--- src/rtl/iir_cascade_filter.sv ---
// Cascade of first-order exponential IIR sections. All sections share one multiply-shift
// datapath and are evaluated one per cycle, with a valid/ready sample handshake.
module iir_cascade_filter #(
  parameter int DATA_W = 8,
  parameter int FRAC_W = 4,
  parameter int WG_W   = 2,
  parameter int STAGES = 4
) (
  input  logic                             clk,
  input  logic                             rst,
  input  logic                             in_valid,
  input  logic [DATA_W-1:0]                in_data,
  output logic                             in_ready,
  input  logic                             cfg_en,
  input  logic                             cfg_hp,
  input  logic [WG_W-1:0]                  cfg_wg,
  input  logic [$clog2(STAGES+1)-1:0]      cfg_stages,
  output logic                             out_valid,
  output logic [DATA_W-1:0]                out_data,
  output logic                             overrun
);
  localparam int W     = DATA_W + FRAC_W + 2;
  localparam int P_W   = W + WG_W + 2;
  localparam int CS_W  = $clog2(STAGES + 1);
  localparam int IDX_W = (STAGES > 1) ? $clog2(STAGES) : 1;
  localparam logic signed [W-1:0] ZERO_S = {W{1'b0}};
  localparam logic signed [W-1:0] MAX_S  = W'((1 << DATA_W) - 1);
  localparam logic signed [W-1:0] RND_S  = W'(1 << (FRAC_W - 1));
  localparam logic signed [W-1:0] HALF_S = W'(1 << (DATA_W - 1));

  typedef enum logic [1:0] {IDLE = 2'd0, RUN = 2'd1, EMIT = 2'd2} state_t;

  state_t                   state_r, state_s;
  logic [DATA_W-1:0]        sample_r;
  logic [IDX_W-1:0]         k_r;
  logic signed [W-1:0]      acc_r [STAGES];
  logic                     hp_r, pend_hp_r, pend_valid_r;
  logic [WG_W-1:0]          wg_r, pend_wg_r;
  logic [CS_W-1:0]          n_r, pend_n_r;
  logic [DATA_W-1:0]        out_data_r;
  logic                     out_valid_r, overrun_r;

  logic signed [W-1:0]      u_s, acc_cur_s, d_s, acc_new_s, rnd_s, samp_ext_s, lp_ext_s;
  logic signed [P_W-1:0]    prod_s, mul_s;
  logic [DATA_W-1:0]        lp_s, hp_s, out_next_s;
  logic                     last_s;

  function automatic logic [CS_W-1:0] clamp_stages(input logic [CS_W-1:0] s);
    logic [CS_W-1:0] r;
    if (s == {CS_W{1'b0}}) r = CS_W'(1);
    else if (s > CS_W'(STAGES)) r = CS_W'(STAGES);
    else r = s;
    return r;
  endfunction

  function automatic logic [DATA_W-1:0] sat_u(input logic signed [W-1:0] v);
    logic [DATA_W-1:0] r;
    if (v < ZERO_S) r = {DATA_W{1'b0}};
    else if (v > MAX_S) r = {DATA_W{1'b1}};
    else r = v[DATA_W-1:0];
    return r;
  endfunction

  assign in_ready  = (state_r == IDLE);
  assign out_valid = out_valid_r;
  assign out_data  = out_data_r;
  assign overrun   = overrun_r;

  // Shared section datapath plus output formatting from the section being updated
  always_comb begin
    u_s = ZERO_S;
    if (k_r == {IDX_W{1'b0}}) u_s = W'({sample_r, {FRAC_W{1'b0}}});
    else u_s = acc_r[k_r - IDX_W'(1)];
    acc_cur_s  = acc_r[k_r];
    d_s        = u_s - acc_cur_s;
    mul_s      = P_W'({1'b0, wg_r, 1'b1});
    prod_s     = P_W'(d_s) * mul_s;
    acc_new_s  = acc_cur_s + W'(prod_s >>> (WG_W + 1));
    rnd_s      = (acc_new_s + RND_S) >>> FRAC_W;
    lp_s       = sat_u(rnd_s);
    samp_ext_s = W'(sample_r);
    lp_ext_s   = W'(lp_s);
    hp_s       = sat_u(samp_ext_s - lp_ext_s + HALF_S);
    if (hp_r) out_next_s = hp_s;
    else out_next_s = lp_s;
    last_s     = (CS_W'(k_r) == (n_r - CS_W'(1)));
  end

  // Next-state decode
  always_comb begin
    state_s = state_r;
    case (state_r)
      IDLE: begin
        if (in_valid) state_s = RUN;
        else state_s = IDLE;
      end
      RUN: begin
        if (last_s) state_s = EMIT;
        else state_s = RUN;
      end
      EMIT:    state_s = IDLE;
      default: state_s = IDLE;
    endcase
  end

  // State, accumulators, configuration and registered outputs
  always_ff @(posedge clk or posedge rst) begin
    if (rst) begin
      state_r      <= IDLE;
      sample_r     <= {DATA_W{1'b0}};
      k_r          <= {IDX_W{1'b0}};
      for (int i = 0; i < STAGES; i++) acc_r[i] <= ZERO_S;
      hp_r         <= 1'b0;
      wg_r         <= {WG_W{1'b0}};
      n_r          <= CS_W'(1);
      pend_valid_r <= 1'b0;
      pend_hp_r    <= 1'b0;
      pend_wg_r    <= {WG_W{1'b0}};
      pend_n_r     <= CS_W'(1);
      out_data_r   <= {DATA_W{1'b0}};
      out_valid_r  <= 1'b0;
      overrun_r    <= 1'b0;
    end else begin
      state_r     <= state_s;
      out_valid_r <= 1'b0;
      overrun_r   <= in_valid && (state_r != IDLE);
      case (state_r)
        IDLE: begin
          // Config goes in before a coincident sample so the sample sees it.
          if (cfg_en) begin
            hp_r <= cfg_hp;
            wg_r <= cfg_wg;
            n_r  <= clamp_stages(cfg_stages);
            for (int i = 0; i < STAGES; i++) acc_r[i] <= ZERO_S;
          end
          if (in_valid) begin
            sample_r <= in_data;
            k_r      <= {IDX_W{1'b0}};
          end
        end
        RUN: begin
          acc_r[k_r] <= acc_new_s;
          k_r        <= k_r + IDX_W'(1);
          if (last_s) begin
            out_data_r  <= out_next_s;
            out_valid_r <= 1'b1;
          end
          if (cfg_en) begin
            pend_valid_r <= 1'b1;
            pend_hp_r    <= cfg_hp;
            pend_wg_r    <= cfg_wg;
            pend_n_r     <= clamp_stages(cfg_stages);
          end
        end
        EMIT: begin
          pend_valid_r <= 1'b0;
          if (cfg_en) begin
            hp_r <= cfg_hp;
            wg_r <= cfg_wg;
            n_r  <= clamp_stages(cfg_stages);
            for (int i = 0; i < STAGES; i++) acc_r[i] <= ZERO_S;
          end else if (pend_valid_r) begin
            hp_r <= pend_hp_r;
            wg_r <= pend_wg_r;
            n_r  <= pend_n_r;
            for (int i = 0; i < STAGES; i++) acc_r[i] <= ZERO_S;
          end
        end
        default: state_r <= IDLE;
      endcase
    end
  end
endmodule

--- config.mk ---
export PLATFORM = sky130hd
export DESIGN_NAME = iir_cascade_filter
export DESIGN_NICKNAME = d
export VERILOG_FILES = /design/src/rtl/iir_cascade_filter.sv
export SDC_FILE = /design/constraint.sdc
export NUM_CORES = 1
export LEC_CHECK = 0
export BUFFER_PORTS_ARGS = -buffer_cell sky130_fd_sc_hd__buf_2
export CAP_MARGIN = 30
export CORE_MARGIN = 1
export CORE_UTILIZATION = 25
export CTS_CLUSTER_DIAMETER = 50
export DETAILED_ROUTE_END_ITERATION = 12
export MAX_ROUTING_LAYER = met4
export PLACE_DENSITY = 0.35
export SYNTH_ARGS = -nofsm -noshare
export SYNTH_HDL_FRONTEND = slang
export SYNTH_SLANG_ARGS = --single-unit
export TNS_END_PERCENT = 20
--- constraint.sdc ---
create_clock -name clk -period 12.65 [get_ports clk]
set_clock_uncertainty 0.05 [all_clocks]
set_input_delay 0.6325 -clock clk [delete_from_list [all_inputs] [get_ports clk]]
set_output_delay 0.6325 -clock clk [all_outputs]
set_load 0.1 [all_outputs]
* Word-level counts from Yosys, hierarchy flattened
Index checks and enable logic that the tools add are counted.
Word-level totals: flip-flop bits (word level) 91, output and inout bits 11, word-level logic and storage cells 104
Cells by class: add/sub/neg operators 8, multipliers 1, order comparisons 8, eq/ne operators 7, muxes and demuxes 43, bitwise logic cells 2, reductions and logical operators 18
Operators by type and width (number):
- $mux 56 | 3
- $pmux 56 s3 | 1
- $mux 14 | 6
- $bmux 14 s2 | 2
- $bwmux 56 | 1
- $mux 8 | 5
- $demux 14 s2 | 1
- $gt 10x9->1 const B | 2
- $lt 10x1->1 const B | 2
- $mul 14x4->17 | 1
- $mux 3 | 5
- $add 14x14->14 | 1
- $add 14x5->14 const B | 1
- $sub 14x14->14 | 1
- $mux 2 | 6
- $pmux 2 s2 | 3
- $add 9x9->10 const B | 1
- $reduce_and 2->1 | 5
- $sub 8x8->9 | 1
- $reduce_bool 2->1 | 4
- $mux 1 | 7
- $ge 3x3->1 const B | 2
- $not 2->3 | 2
- $pmux 3 s2 | 1
- other kinds (18) | 23

* Logic depth before layout (Yosys ltp)
Gate-level depths: netlist of run 1.
word-level depth 19, depth in mapped cells 55, depth with buffers taken out 50

* Worst setup path before layout of run 1
No wires, ideal clock.
path kind reg2reg, start point register k_r[0], end point register out_data_r[7] (netlist: out_data[7]), library setup time 0.087 ns, arrival 11.418 ns, data required time 12.513 ns, setup slack 1.096 ns, stages on the path, launching flop included 54, path buffers 9, clock period less this slack 11.554 ns, cell sequence dfrtp_1 > clkbuf_1 > buf_1 > buf_1 > inv_1 > ha_1 > clkbuf_1 > clkbuf_1 > mux4_2 > nor2b_1 > fa_1 > a21o_1 > a21o_1 > a21oi_1 > o21bai_1 > a21oi_1 > o21bai_1 > xor2_1 > [18 not listed] > clkbuf_1 > nor4_4 > xnor2_2 > buf_6 > o21ai_1 > ha_1 > nor2b_1 > a221oi_1 > nor2b_1 > o21ai_0 > nand2b_1 > a21o_1 > a21oi_1 > ha_1 > buf_1 > xor2_1 > mux2_2 > o211ai_1
On the way: longest elaborated chain between the ends 19, elaborated cells between the ends (all ways) 28, those cells by class add/sub: 6; mul: 1; order compare: 4; eq/ne: 1; mux: 12; bitwise: 2; reduce/logical: 2
RTL lines:
- start: declaration | RTL line 35 | logic [IDX_W-1:0] k_r;
- start signal: assignment | RTL line 111 | k_r <= {IDX_W{1'b0}};
- start signal: assignment | RTL line 138 | k_r <= {IDX_W{1'b0}};
- start signal: assignment | RTL line 143 | k_r <= k_r + IDX_W'(1);
- $sub 2x1->2 | RTL line 73 | else u_s = acc_r[k_r - IDX_W'(1)];
- $not 2->3 (not written as such) | RTL line 73
- $bmux 14 s2 | RTL line 73
- $mux 14 (not written as such) (2 in a row) | RTL line 73
- $mux 14 | RTL line 72 | if (k_r == {IDX_W{1'b0}}) u_s = W'({sample_r, {FRAC_W{1'b0}}});
- $sub 14x14->14 | RTL line 75 | d_s = u_s - acc_cur_s;
- $mul 14x4->17 | RTL line 77 | prod_s = P_W'(d_s) * mul_s;
- $add 14x14->14 | RTL line 78 | acc_new_s = acc_cur_s + W'(prod_s >>> (WG_W + 1));
- [2 not listed]
- $mux 8 | RTL line 59 | else if (v > MAX_S) r = {DATA_W{1'b1}};
- $mux 8 | RTL line 58 | if (v < ZERO_S) r = {DATA_W{1'b0}};
- $sub 8x8->9 | RTL line 83 | hp_s = sat_u(samp_ext_s - lp_ext_s + HALF_S);
- $add 9x9->10 | RTL line 83
- $gt 10x9->1 | RTL line 59
- $mux 8 | RTL line 59
- $mux 8 | RTL line 58
- $mux 8 | RTL line 84 | if (hp_r) out_next_s = hp_s;
- end signal: assignment | RTL line 120 | out_data_r <= {DATA_W{1'b0}};
- end signal: assignment | RTL line 145 | out_data_r <= out_next_s;
- end: declaration | RTL line 40 | logic [DATA_W-1:0] out_data_r;
Several ways; a longest one is shown, not always the timed one. The select of a mux whose other input is x is not followed. A chain may end at the register's enable or synchronous reset.

* Worst setup path in the final report of run 1
Same ends and word-level chain as after synthesis.

==> results_dict.tcl, run 1 <==
set metrics [dict create \
    required_ps 12870 \
    hold_viol 0 \
    status "finished clean" \
    dp.cells 1227 \
    ys_seq_area_share_pct 29.3 \
    grt_antenna_before_repair 0 \
    grt_use_total_pct 14.4 \
    multi_input_area_mm2 0.00497 \
    ant_nets 0 \
    slew_violations 0 \
    register_area_mm2 0.00228 \
    synth-main-ff-cell "dfrtp_1" \
    wl_per_cell_um 16.9 \
    antenna_cells 0 \
    grt_pass1_vias 5807 \
    synth_cell_type_count 71 \
    via_count 5843 \
    slew_headroom_pct 36.3 \
    via_per_inst 4.70 \
    synth_edf_count 0 \
    cts_buffers 9 \
    first_pass_iters 4 \
    top_level_ports 29 \
    root_buffer "clkbuf_16" \
    grt_start_max_net_pins 62 \
    cp-end-kind "register" \
    startpoint_type "register" \
    ctsHoldBuffers 0 \
    clk_pin_slew_ps 80 \
    ys_ff_latch 91 \
    nets 949 \
    syn2layout_area_growth_pct 11.8 \
    maxCapViolCount 0 \
    syn-instance-count 828 \
    cp.arrival_ps 11380 \
    clk_latency_ps 360 \
    nFillCells 3267 \
    layout-drive-gt1-share_pct 14.5 \
    die_area_mm2 0.0318 \
    grt_overflow 0 \
    avgSynthCellArea_um2 9.40 \
    fp-row-count 64 \
    dr.first_iter.drc_count 395 \
    htree_num_levels 3 \
    clock_path_buffers 2 \
    initial_core_util_pct 25.4 \
    crit_slowest_cell "xnor2_1" \
    post-route-period-util_pct 88.2 \
    hpwl_mm 15.8 \
    slowest_delay_ps 770 \
    die_h_um 178 \
    synth_fp_nets 935 \
    finalWeightedCongestion 0.766 \
    io_buffer_count 28 \
    tns_ps 0 \
    stdcell_area_mm2 0.00870 \
    crit_type "register to register" \
    wl_mm 21.0 \
    grt_first_pass_wirelength_mm 33.9 \
    drc 0 \
    hp-class "primary input to asynchronous set/reset pin" \
    critPathMostFrequentCell "ha_1" \
    holdWs_ps 220 \
    tightest_slew_ps 948 \
    fmax_mhz 89.7 \
    setup_violations 0 \
    cp_max_fo 32 \
    fin_cells 1243 \
    dpl_cell_area_mm2 0.00837 \
    syn_area_mm2 0.00778 \
    yosys_warnings 0 \
    cts_resized 0 \
    fin_crit_ps 11150 \
    cts_sinks 91 \
    coreArea_mm2 0.0306 \
    rsz0062_at_grt "false" \
    cts_setup_buffers 0 \
    synthArstFlopShare_pct 100 \
    tritoncts "yes" \
    die_w_um 178 \
]
[layout make-up]
class	count	area share, %
Timing Repair Buffer	39	2.56
Clock inverter	6	1.11
Multi-Input combinational cell	597	57.2
Tap cell	396	5.69
Inverter	104	4.52
Sequential cell	91	26.2
Clock buffer	10	2.75
[synthesized netlist by cell type (all sizes together), types with 3 or more instances]
cell / number / area [µm²]
nand2: 81 / 304
o21bai: 7 / 52.6
buf: 10 / 51.3
a21oi: 38 / 190
a31oi: 4 / 31.3
nand3: 5 / 25.0
nor2b: 21 / 139
xor2: 19 / 166
mux2: 21 / 236
o22ai: 56 / 350
mux2i: 5 / 50.1
ha: 72 / 901
xnor2: 32 / 288
mux4: 28 / 631
and2: 25 / 156
clkbuf: 26 / 97.6
nand2b: 10 / 62.6
and3: 4 / 25.0
a21o: 17 / 128
o211ai: 4 / 35.0
nor4: 3 / 33.8
o21ai: 32 / 164
or4: 3 / 26.3
nor3: 6 / 30.0
a211oi: 14 / 110
inv: 104 / 390
nor2: 33 / 124
o21a: 4 / 30.0
fa: 17 / 340
dfrtp: 89 / 2230
[flip-flops by register name, indices dropped and copies added, names as in the netlist, 2 cells and up]
signal / count
pend_n_r: 3
acc_r: 56
sample_r: 8
state_r: 2
wg_r: 2
k_r: 2
pend_wg_r: 2
out_data: 8
n_r: 3
[layer usage]
metal  up-vias  GRT usage, %  share of wire (%)  routed length [µm]
met5         -             -                  0                   0
met4         0          3.92                1.4                 284
met3        14          2.45                2.4                 511
met2        68          22.6                 48               10000
met1      2834          19.1                 49               10200
li1       2927             -                  -                   -
[kinds of logic (layout without fill, tap and decap cells)]
kind of cell | count (synthesis) | in the layout | synth area share (%)
fa+ha+maj | 89 | 89 | 15.9
simple gates | 205 | 205 | 13.2
compound gates | 196 | 196 | 16.4
mux | 54 | 54 | 11.8
xor+xnor | 53 | 53 | 6.41
buf+inv | 140 | 159 | 6.93
flops | 91 | 91 | 29.3
[critical path, delay by kind of cell (launching register included)]
family / cells / cell delay, ps
adders and majority gates: 8 / 2650
xor gates and xnor gates: 5 / 1570
muxes: 2 / 840
and+or+nand+nor: 9 / 1670
AOI/OAI and AO/OA: 17 / 3330
buffers and inverters: 3 / 590
DFF: 1 / 360
[placed cells by master (no fill, tap or decap), types with 20 or more instances in the layout]
master	count
buf_2	28
and2_1	25
nor2b_1	20
xnor2_1	31
nand2_1	81
inv_1	103
nor2_1	32
dfrtp_1	88
o22ai_1	56
ha_1	72
mux4_2	28
mux2_2	21
a21oi_1	38
[through the flow]
step	setup slack (ps)	util [%]
2_1_floorplan	1100	-
3_3_place_gp	1520	27.3
3_5_place_dp	1430	27.3
4_1_cts	1340	28.4
6_report	1500	28.4
5_1_grt	353	28.4
[final timing paths]
check / to / depth (start not counted) / start / slack, ps
worst min-delay path: pend_hp_r$_DFFE_PP0P_ / 2 / rst / 220
worst min register to register: pend_valid_r$_DFFE_PP0P_ / 2 / pend_valid_r$_DFFE_PP0P_ / 440
max in group asynchronous: acc_r[40]$_DFFE_PP0P_ / 3 / rst / 11110
worst max register to register: out_data[7]$_DFFE_PP0P_ / 44 / k_r[0]$_DFFE_PP0P_ / 1500
min in group clk: pend_valid_r$_DFFE_PP0P_ / 2 / pend_valid_r$_DFFE_PP0P_ / 440
worst max-delay path: out_data[7]$_DFFE_PP0P_ / 44 / k_r[0]$_DFFE_PP0P_ / 1500
Power of run 1 is left out: the tool's default activity adds up to more than one toggle a clock period on the data nets, which glitch-free logic cannot reach.
==> inputs of run 2 (changes only) <==
--- a/config.mk
+++ b/config.mk
@@ -7,12 +7,14 @@
 export LEC_CHECK = 0
 export BUFFER_PORTS_ARGS = -buffer_cell sky130_fd_sc_hd__buf_2
 export CAP_MARGIN = 30
+export CELL_PAD_IN_SITES_DETAIL_PLACEMENT = 1
+export CELL_PAD_IN_SITES_GLOBAL_PLACEMENT = 1
 export CORE_MARGIN = 1
 export CORE_UTILIZATION = 25
 export CTS_CLUSTER_DIAMETER = 50
 export DETAILED_ROUTE_END_ITERATION = 12
 export MAX_ROUTING_LAYER = met4
-export PLACE_DENSITY = 0.35
+export PLACE_DENSITY = 0.43
 export SYNTH_ARGS = -nofsm -noshare
 export SYNTH_HDL_FRONTEND = slang
 export SYNTH_SLANG_ARGS = --single-unit
==> results_dict.tcl, run 2 (synthesis results as in run 1) <==
set metrics [dict create \
    fp-row-count 64 \
    tns_ps 0 \
    rsz0062_at_grt "false" \
    wl_per_cell_um 17.6 \
    root_buffer "clkbuf_16" \
    drc 0 \
    grt_start_max_net_pins 69 \
    initial_core_util_pct 25.4 \
    grt_overflow 0 \
    die_h_um 178 \
    hpwl_mm 16.9 \
    grt_use_total_pct 15.1 \
    fin_cells 1245 \
    crit_slowest_cell "xnor2_1" \
    ctsHoldBuffers 0 \
    htree_num_levels 3 \
    cp_max_fo 19 \
    fmax_mhz 88.0 \
    startpoint_type "register" \
    grt_antenna_before_repair 0 \
    required_ps 12880 \
    cp-end-kind "register" \
    syn2layout_area_growth_pct 12.9 \
    tritoncts "yes" \
    die_w_um 178 \
    hp-class "primary input to asynchronous set/reset pin" \
    largest_reg_flops 56 \
    hold_viol 0 \
    cp_num_buf_inv 5 \
    cts_resized 0 \
    maxCapViolCount 0 \
    clk_pin_slew_ps 80 \
    coreArea_mm2 0.0306 \
    nets 952 \
    via_per_inst 4.79 \
    antenna_cells 0 \
    cts_setup_buffers 0 \
    cp.arrival_ps 11590 \
    register_area_mm2 0.00228 \
    clock_path_buffers 2 \
    tightest_slew_ps 911 \
    dp.cells 1230 \
    finalWeightedCongestion 0.727 \
    grt_first_pass_wirelength_mm 35.7 \
    critPathMostFrequentCell "ha_1" \
    top_register "acc_r" \
    cpLargestDelayFamily "compound AO/OA/AOI/OAI gates" \
    wl_mm 21.9 \
    dr.first_iter.drc_count 238 \
    layout_commonest_cell "inv_1" \
    grt_pass1_vias 6154 \
    io_buffer_count 28 \
    status "finished clean" \
    cts_buffers 9 \
    nFillCells 3578 \
    via_count 5966 \
    cts_sinks 91 \
    clk_latency_ps 360 \
    top_level_ports 29 \
    post-route-period-util_pct 89.8 \
    die_area_mm2 0.0318 \
    layout-drive-gt1-share_pct 14.7 \
    slew_violations 0 \
    slowest_delay_ps 730 \
    first_pass_iters 4 \
    crit_type "register to register" \
    setup_violations 0 \
    slew_headroom_pct 38.8 \
    layout_common_cells "103 x inv_1, 88 x dfrtp_1, 81 x nand2_1" \
    ant_nets 0 \
    multi_input_area_mm2 0.00497 \
    holdWs_ps 214 \
    fin_crit_ps 11360 \
]
## run 2: cell types whose count changed in the layout (fill, tap and decap cells not counted)
| cell | delta |
|---|---|
| buf_16 | +3 |
| bufinv_16 | +1 |
| clkbuf_8 | -1 |
| clkinv_4 | -1 |
| clkinvlp_4 | +1 |
| inv_8 | -1 |
## run 2: per-layer routing
metal	wire length [µm]	track usage, %	up-vias
met4	206	3.21	0
met5	0	-	-
met1	11100	20.3	2979
met2	10200	23.8	44
li1	-	-	2932
met3	367	2.30	11
## run 2: per-stage QoR
stage               worst slack (ps)  utilization, %  area, µm²
floorplan                       1100               -       7780
global placement                1350            27.3       8370
detailed placement              1230            27.6       8450
CTS                             1170            28.7       8790
global route                     240            28.7       8790
finish                          1290            28.7       8790
## run 2: layout make-up
class,count,area share [%]
clock buffers,9,2.56
clock inverters,6,1.30
inverters,104,4.47
multi-input cells,597,56.6
flip-flops and latches,91,26.0
well taps,396,5.64
repair buffers,42,3.47
## run 2: worst paths after layout
check | slack (ps) | from | end | cells past startpoint
worst max-delay path | 1290 | k_r[1]$_DFFE_PP0P_ | out_data[7]$_DFFE_PP0P_ | 47
worst min register to register | 430 | pend_valid_r$_DFFE_PP0P_ | pend_valid_r$_DFFE_PP0P_ | 2
worst max register to register | 1290 | k_r[1]$_DFFE_PP0P_ | out_data[7]$_DFFE_PP0P_ | 47
worst min-delay path | 210 | rst | pend_valid_r$_DFFE_PP0P_ | 2
min in group clk | 430 | in_data[0] | sample_r[0]$_DFFE_PP0P_ | 3
max in group asynchronous | 11130 | rst | acc_r[13]$_DFFE_PP0P_ | 3
## run 2: worst reg2reg max path: cells and delay by family, from the launching register on
kind                       cells  cell delay, ps
AOI/OAI and AO/OA             17            3350
adders and majority gates      9            2950
and+or+nand+nor                9            1680
xor gates and xnor gates       5            1510
buffers and inverters          5             790
muxes                          2             590
DFF                            1             330
Power of run 2 is left out for the same reason.
